[src/rtl/iq_pkg.sv]
// Shared definitions for the IQ stream packer: mode codes, word layout,
// sequencer states and the sample sign-extension helper.
package iq_pkg;

  localparam logic [1:0] MODE_IQ   = 2'd0;
  localparam logic [1:0] MODE_TEST = 2'd1;

  // Packed word layout: I in the low half, Q in the high half.
  localparam int HALF_W     = 16;
  localparam int WORD_I_LSB = 0;
  localparam int WORD_Q_LSB = 16;

  typedef enum logic {
    SEQ_IDLE = 1'b0,
    SEQ_EMIT = 1'b1
  } seq_state_e;

  // Sign-extend the low sw bits of x to 16 bits.
  function automatic logic [15:0] sext16(input logic [15:0] x, input int sw);
    logic signed [15:0] t;
    t = $signed(x << (16 - sw));
    return 16'(t >>> (16 - sw));
  endfunction

endpackage

[src/rtl/sync_fifo.sv]
// Synchronous first-word-fall-through FIFO. The read data port shows the
// head entry whenever the FIFO is non-empty and reads as zero when empty.
module sync_fifo #(
  parameter int WIDTH = 35,
  parameter int DEPTH = 16
) (
  input  logic             clk,
  input  logic             rst_n,
  input  logic             wr_en_i,
  input  logic [WIDTH-1:0] wr_data_i,
  input  logic             rd_en_i,
  output logic [WIDTH-1:0] rd_data_o,
  output logic             full_o,
  output logic             empty_o
);

  localparam int AW = $clog2(DEPTH);
  localparam logic [AW:0] PTR_ONE = (AW + 1)'(1);

  logic [WIDTH-1:0] mem [DEPTH];
  logic [AW:0]      wr_ptr_q, wr_ptr_d;
  logic [AW:0]      rd_ptr_q, rd_ptr_d;
  logic             wr_ok, rd_ok;

  assign empty_o   = (wr_ptr_q == rd_ptr_q);
  assign full_o    = (wr_ptr_q[AW] != rd_ptr_q[AW]) &&
                     (wr_ptr_q[AW-1:0] == rd_ptr_q[AW-1:0]);
  // A write into a full FIFO is only taken when the head leaves the same cycle.
  assign rd_ok     = rd_en_i && !empty_o;
  assign wr_ok     = wr_en_i && (!full_o || rd_ok);
  assign rd_data_o = empty_o ? '0 : mem[rd_ptr_q[AW-1:0]];

  // Pointer advance for accepted reads and writes.
  always_comb begin
    wr_ptr_d = wr_ptr_q;
    rd_ptr_d = rd_ptr_q;
    if (wr_ok) wr_ptr_d = wr_ptr_q + PTR_ONE;
    if (rd_ok) rd_ptr_d = rd_ptr_q + PTR_ONE;
  end

  // Pointer registers; contents are discarded by reset via the pointers.
  always_ff @(posedge clk or negedge rst_n) begin
    if (!rst_n) begin
      wr_ptr_q <= '0;
      rd_ptr_q <= '0;
    end else begin
      wr_ptr_q <= wr_ptr_d;
      rd_ptr_q <= rd_ptr_d;
    end
  end

  // Storage array, no reset needed.
  always_ff @(posedge clk) begin
    if (wr_ok) mem[wr_ptr_q[AW-1:0]] <= wr_data_i;
  end

endmodule

[src/rtl/iq_stream_packer.sv]
// Packs one strobe of NCH parallel I/Q pairs into a serial stream of 32-bit
// words (one per enabled channel) through an output FIFO, with a test
// counter mode and a saturating count of vectors dropped while busy.
module iq_stream_packer
  import iq_pkg::*;
#(
  parameter int NCH        = 2,
  parameter int SW         = 12,
  parameter int FIFO_DEPTH = 16,
  parameter int CNT_W      = 16
) (
  input  logic              clk,
  input  logic              rst_n,
  input  logic [1:0]        mode,
  input  logic [NCH-1:0]    ch_mask,
  input  logic              clr,
  input  logic              in_valid,
  input  logic [NCH*SW-1:0] in_i,
  input  logic [NCH*SW-1:0] in_q,
  output logic [31:0]       out_data,
  output logic [1:0]        out_ch,
  output logic              out_first,
  output logic              out_valid,
  input  logic              out_ready,
  output logic              busy,
  output logic [CNT_W-1:0]  drop_cnt
);

  localparam int FW = 35;

  seq_state_e        state_q, state_d;
  logic [NCH*SW-1:0] cap_i_q, cap_i_d, cap_q_q, cap_q_d;
  logic [NCH-1:0]    rem_q, rem_d;
  logic [1:0]        cap_mode_q, cap_mode_d;
  logic              first_q, first_d;
  logic [31:0]       tcnt_q, tcnt_d;
  logic [CNT_W-1:0]  drop_q, drop_d;

  logic [1:0]        sel_ch;
  logic [NCH-1:0]    sel_bit, rem_after;
  logic [31:0]       word;
  logic              push, pop, full, empty;
  logic [FW-1:0]     push_word, pop_word;

  assign busy      = (state_q == SEQ_EMIT);
  assign pop       = out_ready && !empty;
  assign push      = busy && (!full || pop);
  assign rem_after = rem_q & ~sel_bit;
  assign push_word = {first_q, sel_ch, word};
  assign out_valid = !empty;
  assign {out_first, out_ch, out_data} = pop_word;
  assign drop_cnt  = drop_q;

  // Lowest remaining enabled channel wins.
  always_comb begin
    sel_ch  = '0;
    sel_bit = '0;
    for (int k = NCH - 1; k >= 0; k--) begin
      if (rem_q[k]) begin
        sel_ch     = 2'(k);
        sel_bit    = '0;
        sel_bit[k] = 1'b1;
      end
    end
  end

  // Word for the selected channel; reserved modes pack like IQ.
  always_comb begin
    word = '0;
    if (cap_mode_q == MODE_TEST) begin
      word = tcnt_q;
    end else begin
      word[WORD_I_LSB +: HALF_W] = sext16(16'(cap_i_q[int'(sel_ch)*SW +: SW]), SW);
      word[WORD_Q_LSB +: HALF_W] = sext16(16'(cap_q_q[int'(sel_ch)*SW +: SW]), SW);
    end
  end

  // Sequencer next state, capture register and counters.
  always_comb begin
    state_d    = state_q;
    cap_i_d    = cap_i_q;
    cap_q_d    = cap_q_q;
    rem_d      = rem_q;
    cap_mode_d = cap_mode_q;
    first_d    = first_q;
    tcnt_d     = tcnt_q;
    drop_d     = drop_q;
    case (state_q)
      SEQ_IDLE: begin
        if (in_valid && (ch_mask != '0)) begin
          cap_i_d    = in_i;
          cap_q_d    = in_q;
          rem_d      = ch_mask;
          cap_mode_d = mode;
          first_d    = 1'b1;
          state_d    = SEQ_EMIT;
        end
      end
      SEQ_EMIT: begin
        if (push) begin
          rem_d   = rem_after;
          first_d = 1'b0;
          if (rem_after == '0) state_d = SEQ_IDLE;
        end
      end
      default: state_d = SEQ_IDLE;
    endcase
    if (clr) begin
      tcnt_d = '0;
      drop_d = '0;
    end else begin
      if (push) tcnt_d = tcnt_q + 32'd1;
      if (busy && in_valid && (drop_q != {CNT_W{1'b1}})) drop_d = drop_q + CNT_W'(1);
    end
  end

  // State and datapath registers.
  always_ff @(posedge clk or negedge rst_n) begin
    if (!rst_n) begin
      state_q    <= SEQ_IDLE;
      cap_i_q    <= '0;
      cap_q_q    <= '0;
      rem_q      <= '0;
      cap_mode_q <= MODE_IQ;
      first_q    <= 1'b0;
      tcnt_q     <= '0;
      drop_q     <= '0;
    end else begin
      state_q    <= state_d;
      cap_i_q    <= cap_i_d;
      cap_q_q    <= cap_q_d;
      rem_q      <= rem_d;
      cap_mode_q <= cap_mode_d;
      first_q    <= first_d;
      tcnt_q     <= tcnt_d;
      drop_q     <= drop_d;
    end
  end

  sync_fifo #(
    .WIDTH (FW),
    .DEPTH (FIFO_DEPTH)
  ) u_fifo (
    .clk       (clk),
    .rst_n     (rst_n),
    .wr_en_i   (push),
    .wr_data_i (push_word),
    .rd_en_i   (pop),
    .rd_data_o (pop_word),
    .full_o    (full),
    .empty_o   (empty)
  );

endmodule

[config.mk]
export PLATFORM = sky130hd
export DESIGN_NAME = iq_stream_packer
export DESIGN_NICKNAME = d
export VERILOG_FILES = /design/src/rtl/iq_pkg.sv /design/src/rtl/sync_fifo.sv /design/src/rtl/iq_stream_packer.sv
export SDC_FILE = /design/constraint.sdc
export NUM_CORES = 1
export LEC_CHECK = 0
export CAP_MARGIN = 20
export CELL_PAD_IN_SITES_DETAIL_PLACEMENT = 2
export CELL_PAD_IN_SITES_GLOBAL_PLACEMENT = 2
export CORE_ASPECT_RATIO = 1.5
export CORE_MARGIN = 10
export CORE_UTILIZATION = 30
export DETAILED_ROUTE_END_ITERATION = 8
export PLACE_DENSITY_LB_ADDON = 0.1
export SYNTH_ARGS = -nofsm -noshare
export SYNTH_HDL_FRONTEND = slang
export SYNTH_HIERARCHICAL = 1
export SYNTH_SLANG_ARGS = --single-unit
[constraint.sdc]
create_clock -name clk -period 7.1 [get_ports clk]
set_input_delay 1.065 -clock clk [delete_from_list [all_inputs] [get_ports clk]]
set_output_delay 1.065 -clock clk [all_outputs]
set_load 0.005 [all_outputs]
== Word-level counts from Yosys, hierarchy flattened ==
Memory sizes are Yosys's and may differ from the RTL's.
Cells that the tools add are included.

* Add/subtract/negate cells: 4
* Multipliers: 1
* Equality and inequality tests: 7
* Shift-type cells: 2
* Multiplexer cells: 22
* Bitwise gates (word level): 3
* Reduce and logical (&&, ||, !) cells: 18

{| class="wikitable"
|+ Operators by type and width
! kind !! number
|-
| $mux 32 || 3
|-
| $mux 35 || 1
|-
| $add 32x1->32 const B || 1
|-
| $mux 16 || 2
|-
| $shiftx 24x32->12 || 1
|-
| $shiftx 24x6->12 || 1
|-
| $add 16x1->16 const B || 1
|-
| $ne 16x16->1 const B || 1
|-
| $add 5x1->5 const B || 2
|-
| $mux 1 || 9
|-
| $logic_and 1x1->1 || 8
|-
| $mux 2 || 4
|-
| $reduce_bool 2->1 || 3
|-
| $eq 5x5->1 || 1
|-
| $eq 4x4->1 || 1
|-
| $pmux 1 s2 || 2
|-
| $pmux 2 s2 || 1
|-
| $reduce_and 2->1 || 2
|-
| $mul 1x2->3 const B || 1
|-
| $and 2x2->2 || 1
|-
| $eq 2x1->1 const B || 1
|-
| $logic_not 1->1 || 2
|-
| $logic_not 2->1 || 1
|-
| $logic_or 1x1->1 || 2
|-
| other kinds (5) || 5
|}

* Bits in registers: 112
* Memory bits (writable): 544
* Bits of input ports: 57
* Output and inout bits: 53
* Logic and storage cells: 68
* Memories: 1

{| class="wikitable"
|+ Memories
! name !! words !! width !! read ports !! clocked after memory_dff !! wr ports !! RTL line !! text
|-
| u_fifo.mem || 16 || 34 || 1 || 0 || 1 || sync_fifo.sv:20 || <nowiki>logic [WIDTH-1:0] mem [DEPTH];</nowiki>
|}

== Longest topological paths before layout ==
Gate-level depths: netlist (run 1).

* Word-level depth: 8
* Depth in mapped cells: 14
* Gate-level depth less buffers: 10

== Hierarchy ==
The synthesis (run 1) kept the hierarchy.

{| class="wikitable"
|+ Modules (own cells, without submodules)
! module !! times used !! cells an instance !! area each (µm²) !! sequential area each (µm²)
|-
| sync_fifo || 1 || 932 || 21919.8 || 17066.4
|-
| iq_stream_packer || 1 || 525 || 5381.4 || 2552.4
|}

== Least setup slack after synthesis (run 1) ==
OpenSTA, ideal clock, no wires.

* Path kind: register -> register
* Start: reg u_fifo.wr_ptr_q[2]
* End: mem u_fifo/mem[11][0] in the netlist's numbering (enable)
* Setup time: 478 ps
* Data arrival time: 4679 ps
* Required time: 6622 ps
* Setup slack: 1943 ps
* Cell stages (with the launch flop): 13
* Path buffers: 3
* Clock period less this slack: 5157 ps
* Cells stage by stage: dfrtp_1 -> buf_2 -> xnor2_1 -> nand4_2 -> nor2_1 -> buf_2 -> buf_2 -> nand2b_1 -> clkinv_1 -> o21ai_0 -> inv_1 -> o311ai_4 -> nor3b_1

* Word-level cells in the longest chain between the ends: 8
* Elaborated cells on any way between the ends: 13
* Classes of those cells: 2 x eq/ne; 2 x mux; 9 x reduce/logical

{| class="wikitable"
|+ Ends and longest elaborated chain
! element !! RTL line !! text
|-
| start: declaration || sync_fifo.sv:21 || <nowiki>logic [AW:0] wr_ptr_q, wr_ptr_d;</nowiki>
|-
| start signal: assignment || sync_fifo.sv:47 || <nowiki>wr_ptr_q <= wr_ptr_d;</nowiki>
|-
| $eq 5x5->1 || sync_fifo.sv:25 || <nowiki>assign empty_o = (wr_ptr_q == rd_ptr_q);</nowiki>
|-
| via empty || iq_stream_packer.sv:42 || <nowiki>logic push, pop, full, empty;</nowiki>
|-
| $logic_not 1->1 || iq_stream_packer.sv:46 || <nowiki>assign pop = out_ready && !empty;</nowiki>
|-
| $logic_and 1x1->1 || iq_stream_packer.sv:46 ||
|-
| via pop || iq_stream_packer.sv:42 ||
|-
| $logic_or 1x1->1 || iq_stream_packer.sv:47 || <nowiki>assign push = busy && (!full || pop);</nowiki>
|-
| $logic_and 1x1->1 || iq_stream_packer.sv:47 ||
|-
| via push || iq_stream_packer.sv:42 ||
|-
| $logic_and 1x1->1 || sync_fifo.sv:30 || <nowiki>assign wr_ok = wr_en_i && (!full_o || rd_ok);</nowiki>
|-
| $mux 1 || sync_fifo.sv:54 || <nowiki>if (wr_ok) mem[wr_ptr_q[AW-1:0]] <= wr_data_i;</nowiki>
|-
| $mux 1 (not written as such) || sync_fifo.sv:54 ||
|-
| end: declaration || sync_fifo.sv:20 ||
|}

The timed path passes the listed nets, and every way through them passes these cells.

== Worst setup path after layout (run 1) ==
* Start: reg u_fifo.rd_ptr_q[1]
* End: out out_data[24]

* Word-level cells in the longest chain between the ends: 2
* Elaborated cells on any way between the ends: 3
* Classes of those cells: 1 x eq/ne; 1 x mux; 1 x memory

{| class="wikitable"
|+ Ends and longest elaborated chain
! element !! RTL line !! text
|-
| start: declaration || sync_fifo.sv:22 || <nowiki>logic [AW:0] rd_ptr_q, rd_ptr_d;</nowiki>
|-
| start signal: assignment || sync_fifo.sv:48 || <nowiki>rd_ptr_q <= rd_ptr_d;</nowiki>
|-
| $mem_v2 16x34 or $eq 5x5->1 (tied branches) || -- ||
|-
| $mux 35 * || sync_fifo.sv:31 || <nowiki>assign rd_data_o = empty_o ? '0 : mem[rd_ptr_q[AW-1:0]];</nowiki>
|-
| end: declaration || iq_stream_packer.sv:20 || <nowiki>output logic [31:0] out_data,</nowiki>
|}

Mark *: on every way between the ends. The rest lies on a longest branch, timed or not.

==> impl_metrics.py, run 1 <==
metrics = {
    "run_status": {
        "status": "completed",
    },
    "global_route": {
        "grt_first_pass_wirelength_mm": 117,
        "grt_start_max_net_pins": 78,
        "grt-ovfl-total": 0,
        "antenna_found_initial": 0,
        "grt.total_usage": 0.154,
        "grt_pass1_vias": 16700,
    },
    "pwr": {
        "p_leak_nw": 10.7,
        "clkPwrFrac": 0.280,
        "switching_power_w": 0.00393,
        "combPwrFrac": 0.300,
        "swShare": 0.315,
        "internal_power_w": 0.00855,
        "seq_power_share": 0.420,
        "p_per_area_mw_per_mm2": 390,
        "peakVddDrop_v": 0.000219,
    },
    "placement": {
        "place_congestion": 0.719,
        "placed_cells": 2711,
        "dp_hpwl_mm": 49.1,
        "io_buffers": 109,
    },
    "logic_synthesis": {
        "ys_ff_latch": 672,
        "ys_warn_count": 6,
        "synthFlopType": "edfxtp_1",
        "synth_edf_count": 560,
        "synthArstFlopShare": 0.167,
        "avgSynthCellArea_sq_um": 18.7,
        "seq_area_frac_synth": 0.719,
        "synth_area_sq_mm": 0.0273,
        "synth.distinct_cells": 57,
        "syn_inst": 1457,
    },
    "routing": {
        "ant_nets": 0,
        "drt_iter0_drc": 832,
        "num_vias": 14400,
        "post_drt_wl_per_cell_um": 28.0,
        "via_per_inst": 5.09,
        "wl_mm": 79.4,
        "drt_first_pass_iters": 4,
        "drc": 0,
    },
    "setup_path": {
        "cp-end-kind": "primary output",
        "start_kind": "flop",
        "critPathMaxFanout": 61,
        "cp.arrival_ns": 3.93,
        "crit_type": "reg2out",
        "path_cells": "buf_4, mux4_2, a22oi_1, a21oi_1, clkdlybuf4s50_1",
        "cp.required_ns": 6.03,
        "critPathSlowestCell": "dfrtp_4",
        "crit_path_max_incr_delay_ns": 0.88,
    },
    "die": {
        "die_w_um": 266,
        "start_util": 0.302,
        "placementRows": 135,
        "core_sq_mm": 0.0904,
        "io-pin-count": 110,
        "die-area_sq_mm": 0.104,
        "die_y_um": 389,
    },
    "sta": {
        "max_slew_margin": 0.247,
        "period_share": 0.703,
        "period_needed_ns": 4.99,
        "fmax_mhz": 200,
        "finalHoldViolations": 0,
        "fin_skew_ns": 0.0229,
        "rsz0062_at_grt": "false",
        "final-setup-viol-count": 0,
        "hold_ws_ns": 0.497,
        "fin_tns_setup_ns": 0,
        "finalMaxSlewViolations": 0,
        "worstMarginPinSlew_ns": 1.13,
    },
    "clock_tree": {
        "clockBufferDepth": 3,
        "clkSinkCount": 672,
        "cts_tree": "built",
        "post_cts_resized": 0,
        "post_cts_buffers": 0,
        "numCtsBuffers": 71,
        "postCtsHoldBufs": 0,
        "clk_pin_slew_ns": 0.06,
        "clkLatencyLatePin_ns": 0.62,
        "cts-root-buf": "clkbuf_16",
        "htreeDepth": 3,
    },
    "worst_hold_path": {
        "hp-class": "reg2reg",
    },
    "finish": {
        "syn_to_final_growth_pct": 17.3,
        "drive_gt1_frac": 0.209,
        "finalNonFillerCells": 2833,
        "fin_nets": 1686,
    },
    "job": {
        "cap_violations": 0,
    },
}
## worst paths after layout
path / from / to / slack [ns] / depth (start not counted)
setup / recovery: u_fifo/rd_ptr_q[1] / out_data[24] / 2.11 / 5
hold / removal: u_fifo/rd_ptr_q[4] / u_fifo/rd_ptr_q[4] / 0.50 / 1
setup reg to reg: u_fifo/rd_ptr_q[0] / u_fifo/mem[5][10] / 2.65 / 10
hold reg to reg: u_fifo/rd_ptr_q[4] / u_fifo/rd_ptr_q[4] / 0.50 / 1
max in group asynchronous: rst_n / u_fifo/rd_ptr_q[0] / 5.12 / 2
min in group asynchronous: rst_n / cap_q_q[17] / 0.55 / 1
## flip-flops by register name, indices dropped and copies added (netlist names)
register / cells
first_q: 1
rem_q: 2
cap_i_q: 24
drop_cnt: 16
cap_q_q: 24
u_fifo/rd_ptr_q: 5
busy: 1
u_fifo/wr_ptr_q: 5
u_fifo/mem: 560
tcnt_q: 32
cap_mode_q: 2
## synthesized netlist by cell type, types with 3 or more instances
library cell / count / share of area
edfxtp_1: 560 / 0.62
mux2_2: 65 / 0.027
a21o_1: 11 / 0.0030
ha_1: 7 / 0.0032
and2_1: 4 / 0.00092
xor2_1: 8 / 0.0026
buf_2: 33 / 0.0060
dfrtp_1: 112 / 0.10
o2111ai_1: 3 / 0.00096
mux2_1: 4 / 0.0016
or3_1: 11 / 0.0025
or4_1: 13 / 0.0036
inv_1: 17 / 0.0023
a22oi_1: 70 / 0.019
nor3_1: 10 / 0.0018
nand3_1: 13 / 0.0024
nor2b_1: 21 / 0.0048
o21ai_0: 37 / 0.0068
clkbuf_1: 39 / 0.0054
and3_1: 15 / 0.0034
nor3b_1: 3 / 0.00082
and4_1: 5 / 0.0016
nand4_1: 16 / 0.0037
nand2b_1: 5 / 0.0011
mux2i_1: 24 / 0.0088
mux4_1: 42 / 0.040
buf_1: 5 / 0.00069
a21oi_1: 57 / 0.010
nor2_1: 42 / 0.0058
nor4_1: 8 / 0.0018
xnor2_1: 10 / 0.0032
nand2_1: 44 / 0.0060
buf_12: 9 / 0.0066
mux4_2: 98 / 0.081
o31ai_1: 7 / 0.0019
## kinds of logic after synthesis
| logic type | Yosys count | share of synthesized area |
|---|---|---|
| AOI/OAI and AO/OA | 202 | 0.0479 |
| xor gates and xnor gates | 18 | 0.00577 |
| adders and majority gates | 7 | 0.00321 |
| buffers and inverters | 106 | 0.0219 |
| DFF | 672 | 0.719 |
| muxes | 233 | 0.159 |
| other | 1 | 0.000137 |
| and+or+nand+nor | 218 | 0.0440 |
## power by group through the flow
stage,sequential (W),combinational (W),clock (W)
finish,0.00523,0.00374,0.00350
global route,0.00528,0.00410,0.00378
CTS,0.00525,0.00390,0.00364
detailed placement,0.00533,0.00389,0
global placement,0.00531,0.00382,0
floorplan,0.00512,0.00229,0
## through the flow
step | instance area (sq um) | setup WS (ns) | power (W) | util
finish | 32000 | 2.11 | 0.0125 | 0.354
global route | 32000 | 1.88 | 0.0132 | 0.354
CTS | 32000 | 1.92 | 0.0128 | 0.354
detailed placement | 29900 | 2.41 | 0.00922 | 0.331
global placement | 29900 | 2.42 | 0.00913 | 0.331
floorplan | 27400 | 1.94 | 0.00741 | -
## area by class of cell
class                   count  area [sq um]
diodes                      1          2.50
clock buffers              89          1930
clock inverters            30           183
fillers                  8743         58300
inverters                  18          67.6
multi-input cells         694          7230
flip-flops and latches    672         19600
well taps                1164          1460
repair buffers            165          1530
## critical path: cells and delay by family (launching register included)
family                 cells  cell delay, ns
buffers and inverters      2            1.31
DFF                        1            0.88
AOI/OAI and AO/OA          2            0.61
muxes                      1            0.41
## cell usage in the layout, fill, tap and decap left out, types with 4 or more instances in the layout
cell,Yosys,layout
edfxtp_1,560,560
clkbuf_16,0,74
mux4_2,98,98
ha_1,7,7
mux2_2,65,65
and3_2,0,12
a22oi_1,70,70
mux2_1,4,4
nor4_1,8,8
conb_1,1,16
clkdlybuf4s50_1,0,107
mux2i_1,24,24
xnor2_1,10,10
nand2_1,44,44
o21ai_0,37,33
xor2_1,8,8
or4_1,13,13
nor2_1,42,39
nand4_1,16,16
nor3_1,10,9
dfrtp_1,112,110
a21oi_1,57,57
inv_1,17,17
nor2b_1,21,17
nor2b_4,0,4
clkinv_1,1,14
nand3_1,13,13
o31ai_1,7,7
clkbuf_1,39,13
clkinv_2,0,11
and4_1,5,5
a21o_1,11,11
mux4_1,42,42
o21ai_1,2,6
or3_1,11,11
buf_4,1,54
nand2b_1,5,4
## layer usage
layer  routed length, um  up-vias  GRT usage
met5                   0        -          0
li1                    -     6243          -
met4                1380        0     0.0408
met1               32400     7863      0.184
met2               43100      225      0.284
met3                2470       80     0.0233
Note: power is estimated with default switching activity, not from simulation.
==> inputs of run 2 (changes only) <==
- clock period: 7.1 -> 5.1 ns (I/O delays scaled with it)
==> impl_metrics.py, run 2 (same netlist as run 1, synthesis figures left out) <==
metrics = {
    "run_status": {
        "status": "completed",
    },
    "worst_hold_path": {
        "hp-class": "in2async",
    },
    "die": {
        "placementRows": 135,
        "die_y_um": 389,
        "die-area_sq_mm": 0.104,
        "io-pin-count": 110,
        "start_util": 0.302,
        "core_sq_mm": 0.0904,
        "die_w_um": 266,
    },
    "routing": {
        "num_vias": 14500,
        "drt_iter0_drc": 789,
        "drt_first_pass_iters": 5,
        "wl_mm": 79.7,
        "post_drt_wl_per_cell_um": 28.0,
        "drc": 0,
        "via_per_inst": 5.10,
        "ant_nets": 0,
    },
    "sta": {
        "period_needed_ns": 4.29,
        "final-setup-viol-count": 0,
        "fin_skew_ns": 0.0269,
        "fin_ws_ns": 0.809,
        "worstMarginPinSlew_ns": 0.942,
        "period_share": 0.841,
        "max_slew_margin": 0.372,
        "rsz0062_at_grt": "false",
        "finalMaxSlewViolations": 0,
        "finalHoldViolations": 0,
        "fmax_mhz": 233,
        "fin_tns_setup_ns": 0,
    },
    "clock_tree": {
        "postCtsHoldBufs": 0,
        "cts-root-buf": "clkbuf_16",
        "post_cts_buffers": 0,
        "clkSinkCount": 672,
        "numCtsBuffers": 70,
        "clkLatencyLatePin_ns": 0.65,
        "htreeDepth": 3,
        "post_cts_resized": 0,
        "clk_pin_slew_ns": 0.06,
        "clockBufferDepth": 3,
        "cts_tree": "built",
    },
    "setup_path": {
        "start_kind": "flop",
        "cp-end-kind": "primary output",
        "critPathSlowestCell": "dfrtp_4",
        "crit_type": "reg2out",
        "crit_path_max_incr_delay_ns": 0.83,
        "r2r_end": "u_fifo/mem[6][27]",
        "reg2reg_setup_slack_ns": 1.48,
        "critPathMaxFanout": 29,
        "rr_startpoint": "u_fifo/rd_ptr_q[0]",
        "cp.arrival_ns": 3.53,
        "worst_r2r_path_depth": 9,
        "cp.required_ns": 4.34,
        "path_cells": "buf_4, mux4_1, a22oi_1, a21oi_1, clkdlybuf4s50_1",
    },
    "global_route": {
        "grt_pass1_vias": 16800,
        "antenna_found_initial": 1,
        "grt-ovfl-total": 0,
        "grt.total_usage": 0.155,
        "grt_start_max_net_pins": 144,
        "grt_first_pass_wirelength_mm": 118,
    },
    "pwr": {
        "swShare": 0.308,
        "internal_power_w": 0.0122,
        "peakVddDrop_v": 0.000483,
        "power_w": 0.0176,
        "p_leak_nw": 10.9,
        "combPwrFrac": 0.300,
        "switching_power_w": 0.00544,
        "seq_power_share": 0.407,
        "clkPwrFrac": 0.293,
        "p_per_area_mw_per_mm2": 543,
    },
    "placement": {
        "io_buffers": 109,
        "post-place-ws_ns": 1.32,
        "place_congestion": 0.731,
        "dp_hpwl_mm": 45.6,
    },
    "finish": {
        "drive_gt1_frac": 0.219,
        "largest_reg_flops": 560,
        "fin_nets": 1696,
        "syn_to_final_growth_pct": 18.9,
        "layout_commonest_cell": "edfxtp_1",
        "layout_common_cells": "edfxtp_1, dfrtp_1, clkdlybuf4s50_1",
    },
    "job": {
        "cap_violations": 0,
    },
}
run 2: changes by cell type in the layout (fill, tap and decap cells not counted), moves of 2 or more:
cell	change
clkinv_1	-3
buf_12	+16
clkinv_4	+2
clkbuf_1	-2
buf_4	-7
clkinv_2	+2
bufinv_16	+5
run 2: final cells by class:
cell class                      instances  area [sq um]
Clock inverter                         38           370
Antenna cell                            1          2.50
Clock buffer                           86          1900
Sequential cell                       672         19600
Fill cell                            8812         57900
Multi-Input combinational cell        694          7240
Inverter                               18          67.6
Timing Repair Buffer                  176          1810
Tap cell                             1164          1460
run 2: worst max path at each step:
stage,slack (ns),depth (start not counted),start,end
4_1_cts,0.61,5,u_fifo/rd_ptr_q[0],out_data[28]
3_5_place_dp,1.32,5,u_fifo/rd_ptr_q[0],out_data[28]
6_report,0.81,5,u_fifo/rd_ptr_q[0],out_data[31]
5_1_grt,0.58,5,u_fifo/rd_ptr_q[0],out_data[30]
2_1_floorplan,0.17,12,u_fifo/wr_ptr_q[2],u_fifo/mem[3][0]
3_3_place_gp,1.30,5,u_fifo/rd_ptr_q[0],out_data[28]
run 2: routing by layer:
layer	routed length [um]	part of all wire	track usage	vias up
met5	13	0.00016	0	-
met4	1430	0.018	0.0453	2
met3	3140	0.039	0.0281	91
met2	42900	0.54	0.282	253
met1	32200	0.40	0.184	7897
li1	-	-	-	6285
run 2: critical path: cells and delay by family (launching register included):
family	cells	cell delay, ns
buffers and inverters	2	1.14
DFF	1	0.83
muxes	1	0.63
AOI/OAI and AO/OA	2	0.27
run 2: power by group through the flow:
stage	sequential, W	clock, W	combinational, W
after global placement	0.00728	0	0.00536
final	0.00718	0.00517	0.00529
after global routing	0.00724	0.00556	0.00576
after CTS	0.00720	0.00535	0.00546
after floorplan	0.00712	0	0.00319
after detailed placement	0.00731	0	0.00544
run 2: metrics by stage:
step	hold slack, ns	utilization	cells	cell area, sq um
2_1_floorplan	0.462	-	1472	27400
3_3_place_gp	0.475	0.334	2720	30200
3_5_place_dp	0.480	0.334	2720	30200
4_1_cts	0.126	0.359	2844	32400
5_1_grt	0.166	0.359	2848	32500
6_report	0.139	0.359	2849	32500
